===== src/rtl/imem_loader_if.sv =====
// rtl/imem_loader_if.sv - byte stream and instruction-memory write port bundle for imem_loader
interface imem_loader_if #(
  parameter int AW = 8
);
  logic [7:0]    in_data;
  logic          in_valid;
  logic          in_ready;
  logic          imem_we;
  logic [AW-1:0] imem_addr;
  logic [15:0]   imem_wdata;

  // Loader side: consumes the byte stream, drives the memory write port.
  modport slave (
    input  in_data,
    input  in_valid,
    output in_ready,
    output imem_we,
    output imem_addr,
    output imem_wdata
  );

  // Host side: produces the byte stream, observes the memory write port.
  modport master (
    output in_data,
    output in_valid,
    input  in_ready,
    input  imem_we,
    input  imem_addr,
    input  imem_wdata
  );
endinterface


===== src/rtl/imem_loader.sv =====
// rtl/imem_loader.sv - boot-time loader writing a byte stream into instruction memory; trailing XOR checksum byte enabled by IMEM_LOADER_CHKSUM_EN
module imem_loader #(
  parameter int AW = 8
) (
  input  logic         clk,
  input  logic         rst,
  input  logic         start,
  imem_loader_if.slave bus,
  output logic         cpu_rst,
  output logic         done,
  output logic         err
);

  // Largest image the memory can hold; a length byte of 0 means 256 words.
  localparam logic [8:0] MAX_WORDS = (AW >= 8) ? 9'd256 : 9'(1 << AW);

`ifdef IMEM_LOADER_CHKSUM_EN
  typedef enum logic [2:0] {
    S_LEN  = 3'd0,
    S_HI   = 3'd1,
    S_LO   = 3'd2,
    S_CHK  = 3'd3,
    S_DONE = 3'd4,
    S_ERR  = 3'd5
  } state_t;
`else
  typedef enum logic [2:0] {
    S_LEN  = 3'd0,
    S_HI   = 3'd1,
    S_LO   = 3'd2,
    S_DONE = 3'd4
  } state_t;
`endif

  state_t        state_q, state_d;
  logic [8:0]    cnt_q;
  logic [AW-1:0] addr_q;
  logic [15:0]   wdata_q;
  logic          we_q;
  logic          rdy;
  logic          take;
  logic [8:0]    len_words;
`ifdef IMEM_LOADER_CHKSUM_EN
  logic [7:0]    chk_q;
`endif

  // Ready is forced low while reset is held so no byte is consumed mid-reset.
  assign bus.in_ready   = rdy & rst;
  assign take           = bus.in_valid & rdy;
  assign bus.imem_we    = we_q;
  assign bus.imem_addr  = addr_q;
  assign bus.imem_wdata = wdata_q;

`ifdef IMEM_LOADER_CHKSUM_EN
  assign err = (state_q == S_ERR);
`else
  assign err = 1'b0;
`endif

  // Decode the length byte into a word count, clipped to the memory size.
  always_comb begin
    len_words = (bus.in_data == 8'd0) ? 9'd256 : {1'b0, bus.in_data};
    if (len_words > MAX_WORDS) len_words = MAX_WORDS;
  end

  // State register; reset parks the loader waiting for a length byte.
  always_ff @(posedge clk or negedge rst) begin
    if (!rst) state_q <= S_LEN;
    else      state_q <= state_d;
  end

  // Next-state and status decode; the CPU is only released in DONE.
  always_comb begin
    state_d = state_q;
    rdy     = 1'b0;
    cpu_rst = 1'b1;
    done    = 1'b0;
    case (state_q)
      S_LEN: begin
        rdy = 1'b1;
        if (take) state_d = S_HI;
      end
      S_HI: begin
        rdy = 1'b1;
        if (take) state_d = S_LO;
      end
      S_LO: begin
        rdy = 1'b1;
        if (take) begin
          if (cnt_q != 9'd1) state_d = S_HI;
`ifdef IMEM_LOADER_CHKSUM_EN
          else               state_d = S_CHK;
`else
          else               state_d = S_DONE;
`endif
        end
      end
`ifdef IMEM_LOADER_CHKSUM_EN
      S_CHK: begin
        rdy = 1'b1;
        if (take) state_d = (bus.in_data == chk_q) ? S_DONE : S_ERR;
      end
      S_ERR: begin
        if (start) state_d = S_LEN;
      end
`endif
      S_DONE: begin
        cpu_rst = 1'b0;
        done    = 1'b1;
        if (start) state_d = S_LEN;
      end
      default: state_d = S_LEN;
    endcase
  end

  // Word assembly, write strobe and address/count bookkeeping.
  always_ff @(posedge clk or negedge rst) begin
    if (!rst) begin
      cnt_q   <= '0;
      addr_q  <= '0;
      wdata_q <= '0;
      we_q    <= 1'b0;
    end else begin
      we_q <= 1'b0;
      if (we_q) addr_q <= addr_q + AW'(1);
      if (take) begin
        case (state_q)
          S_LEN: begin
            cnt_q  <= len_words;
            addr_q <= '0;
          end
          S_HI: wdata_q[15:8] <= bus.in_data;
          S_LO: begin
            wdata_q[7:0] <= bus.in_data;
            we_q         <= 1'b1;
            cnt_q        <= cnt_q - 9'd1;
          end
          default: ;
        endcase
      end
    end
  end

`ifdef IMEM_LOADER_CHKSUM_EN
  // Running XOR of every byte before the checksum; cleared when re-armed.
  always_ff @(posedge clk or negedge rst) begin
    if (!rst) begin
      chk_q <= 8'd0;
    end else if ((state_q == S_DONE || state_q == S_ERR) && start) begin
      chk_q <= 8'd0;
    end else if (take && state_q != S_CHK) begin
      chk_q <= chk_q ^ bus.in_data;
    end
  end
`endif

endmodule


===== src/flat_wrapper.sv =====
// flat-port wrapper written by rule: the top's interface ports become plain ports
module imem_loader_flat 
#(
  parameter int AW = 8
)
  (clk, rst, start, cpu_rst, done, err, bus_in_data, bus_in_valid, bus_in_ready, bus_imem_we, bus_imem_addr, bus_imem_wdata);
  imem_loader_if #(.AW(AW)) bus_i ();
  input  logic clk;
  input  logic rst;
  input  logic start;
  output logic cpu_rst;
  output logic done;
  output logic err;
  input wire logic [$bits(bus_i.in_data)-1:0] bus_in_data;
  input wire logic [$bits(bus_i.in_valid)-1:0] bus_in_valid;
  output wire logic [$bits(bus_i.in_ready)-1:0] bus_in_ready;
  output wire logic [$bits(bus_i.imem_we)-1:0] bus_imem_we;
  output wire logic [$bits(bus_i.imem_addr)-1:0] bus_imem_addr;
  output wire logic [$bits(bus_i.imem_wdata)-1:0] bus_imem_wdata;
  assign bus_i.in_data = bus_in_data;
  assign bus_i.in_valid = bus_in_valid;
  assign bus_in_ready = bus_i.in_ready;
  assign bus_imem_we = bus_i.imem_we;
  assign bus_imem_addr = bus_i.imem_addr;
  assign bus_imem_wdata = bus_i.imem_wdata;
  imem_loader #(.AW(AW)) u_core (.clk(clk), .rst(rst), .start(start), .bus(bus_i), .cpu_rst(cpu_rst), .done(done), .err(err));
endmodule

===== config.mk =====
export PLATFORM = sky130hd
export DESIGN_NAME = imem_loader_flat
export DESIGN_NICKNAME = d
export VERILOG_FILES = /design/src/rtl/imem_loader_if.sv /design/src/rtl/imem_loader.sv /design/src/flat_wrapper.sv
export SDC_FILE = /design/constraint.sdc
export NUM_CORES = 1
export LEC_CHECK = 0
export CAP_MARGIN = 20
export CORE_MARGIN = 2
export CORE_UTILIZATION = 35
export CTS_BUF_LIST = sky130_fd_sc_hd__clkbuf_8
export DETAILED_ROUTE_END_ITERATION = 16
export HOLD_SLACK_MARGIN = 0.03
export SYNTH_ARGS = -nofsm -noshare
export SYNTH_HDL_FRONTEND = slang
export SYNTH_SLANG_ARGS = --single-unit

===== constraint.sdc =====
create_clock -name clk -period 2 [get_ports clk]
set_input_delay 0.4 -clock clk [delete_from_list [all_inputs] [get_ports clk]]
set_output_delay 0.4 -clock clk [all_outputs]
set_load 0.03 [all_outputs]

# --- After elaboration in Yosys (flattened, before gate mapping) ---
# Index checks and enable logic that the tools add are counted.
word_totals:
  out_inout_bits: 29
  input_bits: 12
  wordCells: 44
  ff_bits: 37
classes:
  muxes: 17
  addsub: 2
  n_eq_ne: 8
  n_lt_le_gt_ge: 1
  n_bitwise: 2
  reduce_logical: 8
ops:
  columns: ["cell", "n"]
  rows:
  - ["$mux W8", 3]
  - ["$mux W9", 2]
  - ["$pmux W9 S2", 1]
  - ["$mux W3", 5]
  - ["$pmux W3 S4", 1]
  - ["$gt A9 B9 Y1 const B", 1]
  - ["$ne A9 B1 Y1 const B", 1]
  - ["$sub A9 B1 Y9 const B", 1]
  - ["$add A8 B1 Y8 const B", 1]
  - ["$logic_not A8 Y1", 1]
  - ["$ne A2 B1 Y1 const B", 3]
  - ["$reduce_and A2 Y1", 3]
  - ["$mux W1", 5]
  - ["$reduce_and A4 Y1", 1]
  - ["$eq A3 B1 Y1 const B", 1]
  - ["$eq A3 B2 Y1 const B", 1]
  - ["$eq A3 B3 Y1 const B", 1]
  - ["$logic_not A3 Y1", 1]
  - ["$reduce_or A3 Y1", 1]
  - ["$and A1 B1 Y1", 2]
  - ["$ne A2 B2 Y1 const B", 1]
  - ["$reduce_bool A2 Y1", 1]

# --- Longest topological paths before layout ---
# Gate-level depths: netlist (run 1).
logic_depth:
  depth_word: 6
  depth_mapped: 6
  ltp_nobuf: 6

# --- Worst setup path before layout (run 1) ---
# Ideal clock, no wire load.
synth_path:
  path_kind: "register to output"
  from: "register u_core.state_q[1]"
  to: "output bus_in_ready"
  slack_ns: 0.272
  arrival_ns: 1.328
  path_buffers: 1
  required_time_ns: 1.600
  path_stages_with_launch: 3
  path_cell_list: "dfrtp_1 > clkbuf_1 > a211oi_1"
synth_via:
  elab_chain_cells: 4
  word_cells_on_any_way: 6
synth_lines:
  columns: ["element", "line", "source"]
  rows:
  - ["start: declaration", "imem_loader.sv:35", "state_t state_q, state_d;"]
  - ["start signal: assignment", "imem_loader.sv:69", "else state_q <= state_d;"]
  - ["$eq A3 B1 Y1, or another cell as far along", "imem_loader.sv:78", "case (state_q)"]
  - ["$reduce_or A3 Y1 (no source line) *", null, null]
  - ["$mux W1 *", "imem_loader.sv:78", null]
  - ["$and A1 B1 Y1 *", "imem_loader.sv:48", "assign bus.in_ready = rdy & rst;"]
  - ["end: declaration", "flat_wrapper.sv:16", "output wire logic [$bits(bus_i.in_ready)-1:0] bus_in_ready;"]
# Every way passes the cells marked *; elsewhere a longest branch is shown, timed or not.

# --- Worst setup path after layout (run 1) ---
layout_path:
  from: "register u_core.we_q, in the netlist u_core.bus.imem_we"
  to: "output bus_imem_we"
layout_lines:
  columns: ["element", "line", "source"]
  rows:
  - ["start: declaration", "imem_loader.sv:39", "logic we_q;"]
  - ["start signal: assignment", "imem_loader.sv:122", "we_q <= 1'b0;"]
  - ["start signal: assignment", "imem_loader.sv:124", "we_q <= 1'b0;"]
  - ["start signal: assignment", "imem_loader.sv:135", "we_q <= 1'b1;"]
  - ["end: declaration", "flat_wrapper.sv:17", "output wire logic [$bits(bus_i.imem_we)-1:0] bus_imem_we;"]
# No word-level cell between the ends.

==> run metrics, run 1 <==
Net Count, Synth=180; delay of the slowest cell on the worst path=0.72 ns; number of CTS-inserted buffers=5; Die Height=75.1 um; fmax=0.532 GHz; Fin. Hold Viols=0; routed wire length=4000 um; Async S/R FF share, synth=100%; NumNets Final=229; via count=1411; setup tns final=0 ns; DRC violations left=0; CTS Sinks=37; GPL Wtd Cong=0.904; dominant cell type by area after synthesis=dfrtp_1; Post-Syn Area=1770 sq um; Worst-Skew Late Latency=0.29 ns; area of the die=5650 sq um; max-slew violation count=0; first-pass GRT wire length=6970 um; Final Non-Filler Cells=282; WL/cell=14.2 um; TritonCTS clock tree=built; boundary pin count=41; Leak Pwr=0.00102 uW; arrival time at the worst endpoint=1.48 ns; Yosys warning total=0; RSZ-0062 raised after global routing=false; status=finished clean; clock skew=0.00450 ns; diode count=0; dominant synthesized flop cell=dfrtp_1; Syn Inst Count=165; Final setup viols=0; HP Class=input port to async pin; Die Span X=75.1 um; Area growth, synth to finish=37.1%; Max-Cap Viols=0; startpoint types=register; number of global-route vias before repair=1458; Antenna Nets Post-Route=0; most frequent cells in the layout=37 x dfrtp_1, 35 x clkdlybuf4s50_1, 17 x nor2_1; antenna violations before repair=0; fill count=449; total track usage=16.3%; Worst Path Buf+Inv=1; reg2reg setup slack=0.16 ns; post-layout util=50.4%; Initial Util=36.8%; Area after DPL=2290 sq um; kind of critical path=register to output port; crit-path cells=clkdlybuf4s50_1; Post-Syn Area per Cell=10.7 sq um; H-Tree Depth=2; initial drt markers=81; Distinct cells, synth=39; post-synthesis sequential area ratio=52.3%; number of synthesized flops with an enable pin=0; GRT overflow=0; setup bufs post-CTS=0; fin area=2430 sq um; Port-buffer cells=39; layout cell share with drive strength beyond 1=21.9%; CTS root buf=clkbuf_8; CP Max Fanout=7; largest net degree at the start of global routing=38; WP data required=1.60 ns; min Tclk post-route=1.88 ns; CP max stage cell=clkdlybuf4s50_1; Min Hold Slack=0.191 ns; CTS clk-pin slew, worst paths=0.07 ns; Peak VDD IR=0.940 mV; vias per cell=5.00; floorplan core area=4820 sq um; CTS Buffer Depth=2; P per Cell Area=1510 nW/um^2; FF+latch count, synth=37; dpl cells=274; ranking of synthesized cells by area=dfrtp_1 52%, mux2_2 10%, nor2_1 3.6%, a21oi_1 3.1%, o21ai_0 2.5%; Synth top area share=52.3%; DP HPWL=2930 um; commonest non-fill, non-tap cell in the layout=dfrtp_1; TritonRoute pass-1 iters=4; period utilization=93.9%; Crit. End Element=output port; Worst path top cell family by delay=buffers and inverters; Rows=25
[kinds of logic after synthesis]
family	Yosys count	share of synthesized area, %
AND/OR/NAND/NOR	53	16.4
flip-flops	37	52.3
AO/OA/AOI/OAI	34	11.9
multiplexers	17	10.7
buffers and inverters	14	3.39
XOR/XNOR	6	2.97
adder cells (fa/ha/maj)	3	2.12
other	1	0.212
[cells in the mapped netlist (3+ instances only)]
cell and instances:
nand4_1 3, nand2_1 9, dfrtp_1 37, inv_1 5, a21oi_1 11, ha_1 3
xnor2_1 3, clkbuf_1 5, nor2_1 17, buf_2 3, xor2_1 3, o21ai_0 9
mux2_2 16, nor3_1 4
[through the flow]
step	setup slack (ns)	total power, uW
after detailed placement	0.0122	2920
after floorplan	0.272	2240
after global placement	0.0531	2870
after global routing	0.0536	3900
final	0.122	3660
after CTS	0.107	3700
[registers in the layout (all words and copies together), names as in the netlist]
signal / count
u_core.bus.imem_we: 1
u_core.state_q: 3
u_core.bus.imem_addr: 8
u_core.bus.imem_wdata: 16
u_core.cnt_q: 9
[layout make-up]
type / instances / area, sq um / share of cell area [%]
flip-flops and latches: 37 / 926 / 38.1
clock buffers: 5 / 68.8 / 2.83
inverters: 5 / 18.8 / 0.772
multi-input cells: 114 / 797 / 32.8
repair buffers: 51 / 470 / 19.4
well taps: 67 / 83.8 / 3.45
clock inverters: 3 / 65.1 / 2.68
[final timing paths]
kind | start | end | cells after the start
max | u_core.bus.imem_we | bus_imem_we | 1
min | rst | u_core.bus.imem_addr[7] | 2
max reg2reg | u_core.cnt_q[0] | u_core.cnt_q[7] | 4
min reg2reg | u_core.bus.imem_wdata[4] | u_core.bus.imem_wdata[4] | 1
max in group asynchronous | rst | u_core.cnt_q[7] | 2
min in group clk | u_core.bus.imem_wdata[4] | u_core.bus.imem_wdata[4] | 1
[layer usage]
metal | up-vias | GRT usage, % | share of wire (%)
met4 | 0 | 4.09 | 1.0
li1 | 684 | - | -
met2 | 37 | 28.3 | 50
met1 | 685 | 19.7 | 43
met3 | 5 | 5.22 | 5.8
met5 | - | 0 | 0
[power breakdown]
part / internal [uW] / switching, uW / leakage, uW
sequential: 1030 / 228 / 0.000458
clock: 495 / 263 / 0.0000681
combinational: 760 / 883 / 0.000494
[repair_timing]
item,CTS,global route
pin swaps,0,0
endpoints found under the setup margin,2,1
hold endpoints to repair,0,0
hold buffers,0,0
resized for setup,2,1
No activity file was read; power rests on OpenSTA's default activity.
==> run 2, diff against run 1 <==
CAP_MARGIN = unset   (was 20)
==> results of run 2 <==
Same layout as run 1: the final DEF is identical, and so are final timing and power.
